`src/rtl/fifo_ram_outq.sv`:
```
// rtl/fifo_ram_outq.sv - two-entry output shift queue fed by RAM read data
module fifo_ram_outq #(
   parameter int WIDTH = 8
) (
   input  logic             clk,
   input  logic             rst_n,
   input  logic             cap,
   input  logic [WIDTH-1:0] cap_data,
   input  logic             pop,
   output logic [WIDTH-1:0] head,
   output logic [1:0]       q_cnt
);

   logic [WIDTH-1:0] q0, q1, q0_n, q1_n;
   logic [1:0]       cnt_n, idx;
   logic             pop_eff;

   always_comb begin
      pop_eff = pop & (q_cnt != 2'd0);
      q0_n    = q0;
      q1_n    = q1;
      if (pop_eff) q0_n = q1;
      // capture slot accounts for a pop in the same cycle
      idx = q_cnt - {1'b0, pop_eff};
      if (cap) begin
         if (idx == 2'd0) q0_n = cap_data;
         else             q1_n = cap_data;
      end
      cnt_n = q_cnt + {1'b0, cap} - {1'b0, pop_eff};
   end

   always_ff @(posedge clk) begin
      if (!rst_n) q_cnt <= 2'd0;
      else        q_cnt <= cnt_n;
   end

   always_ff @(posedge clk) begin
      q0 <= q0_n;
      q1 <= q1_n;
   end

   assign head = q0;

endmodule

```
`src/rtl/fifo_ram_ctrl.sv`:
```
// rtl/fifo_ram_ctrl.sv - stream FIFO controller driving an external 1-cycle dual-port RAM
module fifo_ram_ctrl #(
   parameter  int WIDTH  = 8,
   parameter  int DEPTH  = 1024,
   localparam int ADDR_W = $clog2(DEPTH),
   localparam int LVL_W  = $clog2(DEPTH + 3)
) (
   input  logic              clk,
   input  logic              rst_n,
   input  logic              in_valid,
   output logic              in_ready,
   input  logic [WIDTH-1:0]  in_data,
   output logic              out_valid,
   input  logic              out_ready,
   output logic [WIDTH-1:0]  out_data,
   output logic [LVL_W-1:0]  level,
   output logic              ram_wr,
   output logic [ADDR_W-1:0] ram_waddr,
   output logic [WIDTH-1:0]  ram_din,
   output logic              ram_rd,
   output logic [ADDR_W-1:0] ram_raddr,
   input  logic [WIDTH-1:0]  ram_dout
);

   localparam int                CNT_W     = $clog2(DEPTH + 1);
   localparam logic [ADDR_W-1:0] LAST_ADDR = ADDR_W'(DEPTH - 1);
   localparam logic [CNT_W-1:0]  FULL_CNT  = CNT_W'(DEPTH);

   logic [ADDR_W-1:0] wptr, rptr;
   logic [CNT_W-1:0]  ram_cnt;
   logic              rd_pend, prio;
   logic [1:0]        q_cnt;
   logic              not_full, rd_want, wr_want, rd_gnt, push, pop;

   always_comb begin
      not_full = (ram_cnt != FULL_CNT);
      // depends on registered state only, so out_ready never reaches the RAM port
      rd_want  = (ram_cnt != '0) && ((q_cnt + {1'b0, rd_pend}) < 2'd2);
      wr_want  = in_valid & not_full;
      in_ready = rst_n & not_full & ~(rd_want & prio);
      push     = in_valid & in_ready;
      rd_gnt   = rst_n & rd_want & ~(wr_want & ~prio);
      out_valid = rst_n & (q_cnt != 2'd0);
      pop      = out_valid & out_ready;
      level    = rst_n ? (LVL_W'(ram_cnt) + LVL_W'(q_cnt) + LVL_W'(rd_pend)) : '0;
   end

   assign ram_wr    = push;
   assign ram_waddr = wptr;
   assign ram_din   = in_data;
   assign ram_rd    = rd_gnt;
   assign ram_raddr = rptr;

   always_ff @(posedge clk) begin
      if (!rst_n) begin
         wptr    <= '0;
         rptr    <= '0;
         ram_cnt <= '0;
         rd_pend <= 1'b0;
         prio    <= 1'b0;
      end else begin
         if (push)   wptr <= (wptr == LAST_ADDR) ? '0 : wptr + 1'b1;
         if (rd_gnt) rptr <= (rptr == LAST_ADDR) ? '0 : rptr + 1'b1;
         ram_cnt <= ram_cnt + CNT_W'(push) - CNT_W'(rd_gnt);
         rd_pend <= rd_gnt;
         // alternate winners whenever both sides compete
         if (wr_want & rd_want) prio <= ~prio;
      end
   end

   fifo_ram_outq #(.WIDTH(WIDTH)) u_outq (
      .clk      (clk),
      .rst_n    (rst_n),
      .cap      (rd_pend),
      .cap_data (ram_dout),
      .pop      (pop),
      .head     (out_data),
      .q_cnt    (q_cnt)
   );

endmodule

```
`config.mk`:
```
export PLATFORM = sky130hd
export DESIGN_NAME = fifo_ram_ctrl
export DESIGN_NICKNAME = d
export VERILOG_FILES = /design/src/rtl/fifo_ram_outq.sv /design/src/rtl/fifo_ram_ctrl.sv
export SDC_FILE = /design/constraint.sdc
export NUM_CORES = 1
export LEC_CHECK = 0
export CAP_MARGIN = 15
export CORE_AREA = 4 4 78 99
export CTS_CLUSTER_DIAMETER = 40
export DETAILED_ROUTE_END_ITERATION = 8
export DIE_AREA = 0 0 82 103
export GPL_TIMING_DRIVEN = 1
export PLACE_DENSITY = 0.76
export SKIP_CTS_REPAIR_TIMING = 1
export SLEW_MARGIN = 20
export SYNTH_ARGS = -nofsm -noshare
export SYNTH_HDL_FRONTEND = slang
export SYNTH_SLANG_ARGS = --single-unit
```
`constraint.sdc`:
```
create_clock -name clk -period 3.6 [get_ports clk]
set_clock_uncertainty 0.1 [all_clocks]
set_input_delay 0.54 -clock clk [delete_from_list [all_inputs] [get_ports clk]]
set_output_delay 0.54 -clock clk [all_outputs]
set_load 0.1 [all_outputs]
```
-- Word-level counts from Yosys, hierarchy flattened
Index checks and enable logic that the tools add are counted.
- flip-flop bits (word level): 51
- bits of input ports: 20
- output and inout port bits: 51
- logic and storage cells: 48
- add/subtract/negate cells: 9
- order comparisons: 1
- equality and inequality tests: 3
- muxes and demuxes: 6
- bitwise gates (word level): 16
- reductions and logical operators: 5
- operator list (operator ; number):
    2-to-1 mux 8 bit ; 3
    adder 11 x 1 -> 11 bit ; 2
    adder 10 x 1 -> 10 bit (second input constant) ; 2
    equality test 10 bit (second input constant) ; 2
    2-to-1 mux 10 bit ; 2
    AND 1 bit ; 12
    adder 11 x 2 -> 11 bit ; 1
    2-to-1 mux 11 bit ; 1
    != test 11 bit (second input constant) ; 1
    nonzero test 11 bit ; 1
    subtractor 11 x 1 -> 11 bit ; 1
    inverter 1 bit ; 4
    subtractor 2 x 1 -> 2 bit ; 2
    adder 2 x 1 -> 2 bit ; 1
    logical NOT 2 bit ; 1
    < comparator 2 bit (second input constant) ; 1
    AND reduction 2 bit ; 1
    nonzero test 2 bit ; 1
    logical AND 1 bit ; 1

-- Logic depth before layout (Yosys ltp)
- depth after elaboration: 9
- depth in mapped cells: 16
- gate-level depth less buffers: 15

-- By module
Synthesis repeated with hierarchy kept, for this count alone.
- cells, all modules: 337
- area, all modules: 3204.3 µm²
- modules (own cells, without submodules) (module ; instances ; cells each ; area an instance (µm²) ; seq. area each (µm²)):
    fifo_ram_ctrl ; 1 ; 290 ; 2429.8 ; 660.6
    fifo_ram_outq ; 1 ; 47 ; 774.5 ; 440.4

-- Least setup slack after synthesis
OpenSTA, ideal clock, no wires.
- kind: reg2reg
- start: register ram_cnt[8]
- end: register ram_cnt[10]
- setup time: 0.131 ns
- arrival: 3.440 ns
- data required time: 3.369 ns
- slack: -0.071 ns
- stages on the path, launching flop included: 17
- buffers on the path: 1
- period minus slack after synthesis: 3.671 ns
- cells stage by stage: dfxtp_1 inv_1 ha_1 nand4bb_4 or3_4 a21oi_4 buf_6 ha_1 inv_1 ha_1 inv_1 fa_1 nand2b_1 a221o_1 a211oi_1 o21ai_0 nor3b_1
- elaborated cells between the ends (all ways): 15
- classes of those cells: add/sub: 2; eq/ne: 1; bitwise: 10; reduce/logical: 2
- RTL lines (item ; RTL line ; text):
    start, declared ; fifo_ram_ctrl.sv:30 ; logic [CNT_W-1:0] ram_cnt;
    start signal, assigned ; fifo_ram_ctrl.sv:64 ; ram_cnt <= ram_cnt + CNT_W'(push) - CNT_W'(rd_gnt);
    != test 11 bit ; fifo_ram_ctrl.sv:36 ; not_full = (ram_cnt != FULL_CNT);
    AND 1 bit ; fifo_ram_ctrl.sv:39 ; wr_want = in_valid & not_full;
    AND 1 bit ; fifo_ram_ctrl.sv:42 ; rd_gnt = rst_n & rd_want & ~(wr_want & ~prio);
    inverter 1 bit ; fifo_ram_ctrl.sv:42 ;
    AND 1 bit * ; fifo_ram_ctrl.sv:42 ;
    via ram_rd ; fifo_ram_ctrl.sv:20 ; output logic ram_rd,
    subtractor 11 x 1 -> 11 bit * ; fifo_ram_ctrl.sv:64 ;
Mark *: on every way through the listed nets, which the timed path passes. The rest lies on a longest branch.
A chain may end at the register's enable or synchronous reset.

-- Worst setup path after layout
- start: register ram_cnt[2]
- end: register ram_cnt[8]
- cells in the longest elaborated chain, start to end: 8
- elaborated cells between the ends (all ways): 15
- classes of those cells: add/sub: 2; eq/ne: 1; bitwise: 10; reduce/logical: 2
- RTL lines (item ; RTL line ; text):
    nonzero test 11 bit ; fifo_ram_ctrl.sv:38 ; rd_want = (ram_cnt != '0) && ((q_cnt + {1'b0, rd_pend}) < 2'd2);
    logical AND 1 bit ; fifo_ram_ctrl.sv:38 ;
    AND 1 bit ; fifo_ram_ctrl.sv:40 ; in_ready = rst_n & not_full & ~(rd_want & prio);
    inverter 1 bit ; fifo_ram_ctrl.sv:40 ;
    AND 1 bit ; fifo_ram_ctrl.sv:40 ;
    AND 1 bit ; fifo_ram_ctrl.sv:41 ; push = in_valid & in_ready;
    adder 11 x 1 -> 11 bit ; fifo_ram_ctrl.sv:64 ;
    subtractor 11 x 1 -> 11 bit * ; fifo_ram_ctrl.sv:64 ;
Every way passes the cells marked *; elsewhere a longest branch is shown, timed or not.

==> impl_metrics.py <==
metrics = {
    "status": {
        "status": "finished, final reports clean",
    },
    "hold_path": {
        "hold_path.class": "register to register",
        "min_from": "ram_raddr[9]$_SDFFE_PN0P_",
        "holdPathEnd": "ram_raddr[9]$_SDFFE_PN0P_",
        "min_path_cells": 1,
    },
    "clock_tree": {
        "cts_buffer_depth": 2,
        "clkTransAtPathRegs_ns": 0.10,
        "numCtsBuffers": 5,
        "ctsRootBufferMaster": "clkbuf_8",
        "clk-insertion-delay-late_ns": 0.31,
        "h-tree-depth": 2,
        "cts.sinks": 51,
        "cts_tree": "built",
    },
    "yosys": {
        "synth.avg_cell_area_um2": 8.92,
        "synthMostInstantiatedCell": "dfxtp_1",
        "yosys.area_share.simple": 0.203,
        "syn_area_um2": 3060,
        "yosys-top-cells-area": "dfxtp_1 (28%), ha_1 (11%), edfxtp_1 (7.8%)",
        "synthXorXnorAreaFrac": 0.0487,
        "ys_ff_latch": 51,
        "synth_top_family_by_area": "simple AND/OR/NAND/NOR gates",
        "synthTopCellsByCount": "dfxtp_1 (43), nand2_1 (40), inv_1 (28)",
        "yosysSeqAreaShare": 0.360,
        "synthArstFlopShare": 0,
        "synth_largest_area_cell": "dfxtp_1",
        "synthMuxAreaShare": 0.0589,
        "yosysTopAreaCellShare": 0.281,
        "synth_cell_types": 48,
        "synth_ff_type": "dfxtp_1",
        "synth_warnings": 0,
        "synth-edff-count": 8,
        "syn-num-nets": 393,
        "synthAdderAreaFrac": 0.130,
        "synth_cells": 343,
        "synth-compound-area-share": 0.128,
    },
    "floorplanning": {
        "core_area_um2": 6810,
        "start_util": 0.450,
        "die-area_um2": 8450,
        "ios": 71,
        "row_count": 34,
        "die_w_um": 82,
        "die_h_um": 103,
    },
    "power_and_ir_drop": {
        "p_leak_nw": 1.65,
        "ir_drop_mv": 0.484,
        "cellPowerDensity_nw_per_um2": 917,
    },
    "timing": {
        "hold_violations": 0,
        "max_clock_freq_mhz": 298,
        "rsz0062_at_grt": "false",
        "finalSetupViolCount": 0,
        "layout_setup_ws_ns": 0.240,
        "finalMaxSlewViolations": 0,
        "finalCriticalPeriod_ns": 3.36,
        "max-slew-margin-rel": 0.340,
        "worst_pin_slew_ns": 0.988,
        "period_share": 0.933,
    },
    "cells_and_area": {
        "fin_area_um2": 3960,
        "post_route_cells_drive_above_1_share": 0.129,
        "nNetsFinal": 444,
        "n_antenna_cell": 0,
        "area_delta_synth_final_pct": 29.3,
        "fillCellCount": 593,
    },
    "place": {
        "dp_slack_ns": -0.0452,
        "io_buffer_count": 54,
        "place_congestion": 0.807,
        "detailed_place_hpwl_mm": 4.81,
        "post_dp_cell_area_um2": 3810,
    },
    "worst_setup_path": {
        "crit_fanout": 6,
        "worst-r2r-cell-count": 15,
        "r2r_slack_ns": 0.24,
        "critPathKind": "register to register",
        "r2r_start": "ram_cnt[2]$_SDFF_PN0_",
        "cp.required_ns": 3.74,
        "worstReg2RegEnd": "ram_cnt[8]$_SDFF_PN0_",
        "endpoint_kind": "register",
        "start_kind": "register",
        "worstPathArrival_ns": 3.50,
    },
    "route": {
        "dr.pass1.iters": 4,
        "vias": 2537,
        "routed_wl_mm": 6.39,
        "viasPerCell": 5.23,
        "drc": 0,
        "drtIter0Drc": 68,
        "detail-route-antenna-nets": 0,
        "wl_per_cell_um": 13.2,
    },
    "global_route": {
        "grt_pass1_vias": 2437,
        "grt_use_total": 0.162,
        "grt_max_degree": 27,
        "grt_pass1_wl_mm": 10.9,
        "antenna_found_initial": 0,
        "grt_overflow": 0,
    },
    "flow_run": {
        "max_cap_violations": 0,
    },
}
[kinds of logic after synthesis]
family	count (synthesis)
AOI/OAI and AO/OA	58
xor gates and xnor gates	17
adders and majority gates	30
buffers and inverters	47
DFF	51
muxes	18
and+or+nand+nor	122
[layout make-up]
class / count / area (µm²) / area share
timing repair buffer: 63 / 758 / 0.192
multi-input combinational: 245 / 1760 / 0.446
tap: 90 / 113 / 0.0285
sequential: 51 / 1100 / 0.279
clock buffer: 5 / 68.8 / 0.0174
inverter: 28 / 109 / 0.0275
clock inverter: 3 / 38.8 / 0.00980
[metrics by stage]
step	utilization	instances	power (mW)	TNS, ns	hold WS, ns
global route	0.581	485	3.87	0	0.435
finish	0.581	485	3.63	0	0.394
detailed placement	0.560	476	3.20	-0.0601	0.387
global placement	0.560	476	3.16	0	0.373
CTS	0.576	484	3.61	0	0.403
floorplan	-	343	2.65	-0.00319	0.393
[metal layers]
metal | track usage | share of wire | vias to the layer above
met1 | 0.196 | 0.42 | 1215
met2 | 0.288 | 0.53 | 42
met3 | 0.0288 | 0.043 | 6
met5 | 0 | 0 | -
li1 | - | - | 1274
met4 | 0.0486 | 0.011 | 0
[flip-flops by register name (all words and copies together), names as in the netlist]
name	count
rd_pend	1
u_outq.q1	8
ram_cnt	11
prio	1
ram_raddr	10
u_outq.head	8
u_outq.q_cnt	2
ram_waddr	10
[worst max-delay path by stage]
stage | from | end | slack [ns] | cells past startpoint
2_1_floorplan | ram_cnt[8]$_SDFF_PN0_ | ram_cnt[10]$_SDFF_PN0_ | -0.003 | 16
3_3_place_gp | in_valid | ram_cnt[10]$_SDFF_PN0_ | 0.01 | 14
3_5_place_dp | in_valid | ram_cnt[10]$_SDFF_PN0_ | -0.05 | 14
4_1_cts | ram_cnt[8]$_SDFF_PN0_ | ram_cnt[10]$_SDFF_PN0_ | 0.05 | 15
5_1_grt | ram_cnt[2]$_SDFF_PN0_ | ram_cnt[10]$_SDFF_PN0_ | 0.03 | 15
6_report | ram_cnt[2]$_SDFF_PN0_ | ram_cnt[8]$_SDFF_PN0_ | 0.24 | 15
[worst max-delay path, stage by stage (launching register included)]
cell and delay [ns]:
dfxtp_2 0.36, inv_1 0.10, ha_2 0.20, nand4bb_4 0.13
or3_4 0.42, a21oi_4 0.14, ha_1 0.24, inv_1 0.06
ha_1 0.15, inv_1 0.06, fa_2 0.34, nand2b_1 0.15
a221o_1 0.32, and2_1 0.19, o21ai_1 0.15, mux2i_1 0.19
[placed cells by master (no fill, tap or decap), drive strengths merged, types with 2 or more instances in the layout]
| cell | instances |
|---|---|
| or2 | 2 |
| o22ai | 2 |
| mux2i | 18 |
| nor3 | 6 |
| nand2 | 40 |
| nand4 | 7 |
| fa | 3 |
| o211a | 2 |
| clkinv | 2 |
| nand2b | 5 |
| inv | 27 |
| nand3b | 2 |
| or4 | 3 |
| edfxtp | 8 |
| a31oi | 2 |
| clkdlybuf4s50 | 39 |
| nand3 | 12 |
| ha | 27 |
| a21o | 2 |
| o31ai | 4 |
| dfxtp | 43 |
| nor2b | 5 |
| a211oi | 2 |
| clkbuf | 5 |
| and2 | 4 |
| o21ai | 13 |
| xnor2 | 13 |
| o211ai | 3 |
| nor2 | 27 |
| o21bai | 2 |
| o32ai | 2 |
| xor2 | 4 |
| a21oi | 18 |
| buf | 24 |
| and3 | 6 |
[power by group]
part / leakage [nW] / internal [mW] / switching, mW
clock: 0.0556 / 0.204 / 0.191
combinational: 1.16 / 0.844 / 1.53
sequential: 0.427 / 0.732 / 0.131
total: 1.65 / 1.78 / 1.85
Power figures use the tool's default switching activity.
==> patch, RTL diff (same flow settings) <==
Change the parameter `DEPTH` from 1024 to 512.
--- a/src/rtl/fifo_ram_ctrl.sv
+++ b/src/rtl/fifo_ram_ctrl.sv
@@ -2,5 +2,5 @@
 module fifo_ram_ctrl #(
    parameter  int WIDTH  = 8,
-   parameter  int DEPTH  = 1024,
+   parameter  int DEPTH  = 512,
    localparam int ADDR_W = $clog2(DEPTH),
    localparam int LVL_W  = $clog2(DEPTH + 3)
Interface: changed (resized level, ram_raddr and ram_waddr); port bits go from 71 to 68. No check against the original RTL was run, so the function may have changed too.
==> patch against the unedited design <==
- count of clock-buffer cells in the layout did not move
- power is 0.89% lower
- largest cell class unchanged
- die area unchanged
- sequential cell count down 3
- area after synthesis fell by 5.6%
- routed wire length down 3.2%
- design area is 4.7% lower
- worst setup slack lost 0.022 ns
- synthesized cell count is 7.0% lower
==> patch: results (changes against the unedited design) <==
| Metric | Value |
|---|---|
| Largest net degree at the start of global routing | 30 (+11%) |
| Layout cell share with drive strength beyond 1 | 12.4% (-0.51 points) |
| RD Place Congestion | 0.855 (+6.0%) |
| M1 GR Usage | 18.1% (-1.4 points) |
| Met3 Track Usage GR | 4.72% (+1.8 points) |
| Peak VDD IR | 524 uV (+8.1%) |
| Dpl hpwl | 4620 um (-3.9%) |
| Sw Pwr | 0.00183 W (-1.2%) |
| Post-Syn Nets | 370 (-5.9%) |
| Final Non-Filler Cells | 461 (-4.9%) |
| Sequential share of power | 22.9% (-0.9 points) |
| Synth Area in Adders | 14.2% (+1.2 points) |
| Syn_area_per_cell | 9.05 um^2 (+1.5%) |
| Slowest stage cell, crit path | dfxtp_1 |
| Sw Share | 50.8% (-0.15 points) |
| Worst-case reg-to-reg path depth | 16 (+1) |
| Run status | finished clean |
| Max reg flops | 10 (-1) |
| Layout clock area frac | 3.05% (+0.33 points) |
| Routed met1 length | 2640 um (-1.1%) |
| Post-synthesis xor/xnor area fraction | 4.55% (-0.32 points) |
| Placed cell area | 0.00363 mm^2 (-4.9%) |
| Sequential cell area fraction in the yosys report | 36.0% (+0.071 points) |
| Worst slew margin | 34.0% (about the same) |
| Wire per inst | 13.4 um (+1.9%) |
| Fraction of area in multi-input gates | 43.8% (-0.82 points) |
| #MultiIn Comb | 224 (-8.6%) |
| Met2 usage in global routing | 26.2% (-2.6 points) |
| Mux cell area share after synthesis | 3.12% (-2.8 points) |
| Inst Count DP | 452 (-5.0%) |
-- patch: changes by cell type in the layout (fill, tap and decap cells not counted), sizes merged, moves of 4 or more --
cell	delta
a21oi	-13
nand2	-13
and2	+12
nor2	-12
mux2i	-9
o21ai	+9
a32o	+4
nor2b	+4
-- patch: final timing paths --
| kind | from | to | slack [ns] |
|---|---|---|---|
| max | ram_cnt[4]$_SDFF_PN0_ | ram_cnt[6]$_SDFF_PN0_ | 0.22 |
| min | ram_raddr[8]$_SDFFE_PN0P_ | ram_raddr[8]$_SDFFE_PN0P_ | 0.39 |
| max reg2reg | ram_cnt[4]$_SDFF_PN0_ | ram_cnt[6]$_SDFF_PN0_ | 0.22 |
| min reg2reg | ram_raddr[8]$_SDFFE_PN0P_ | ram_raddr[8]$_SDFFE_PN0P_ | 0.39 |
-- patch: critical path, delay by kind of cell (launching register included) --
kind,cells,cell delay [ns]
compound gates,3,0.84
flops,1,0.39
buf+inv,4,0.24
simple gates,5,0.88
fa+ha+maj,4,0.83
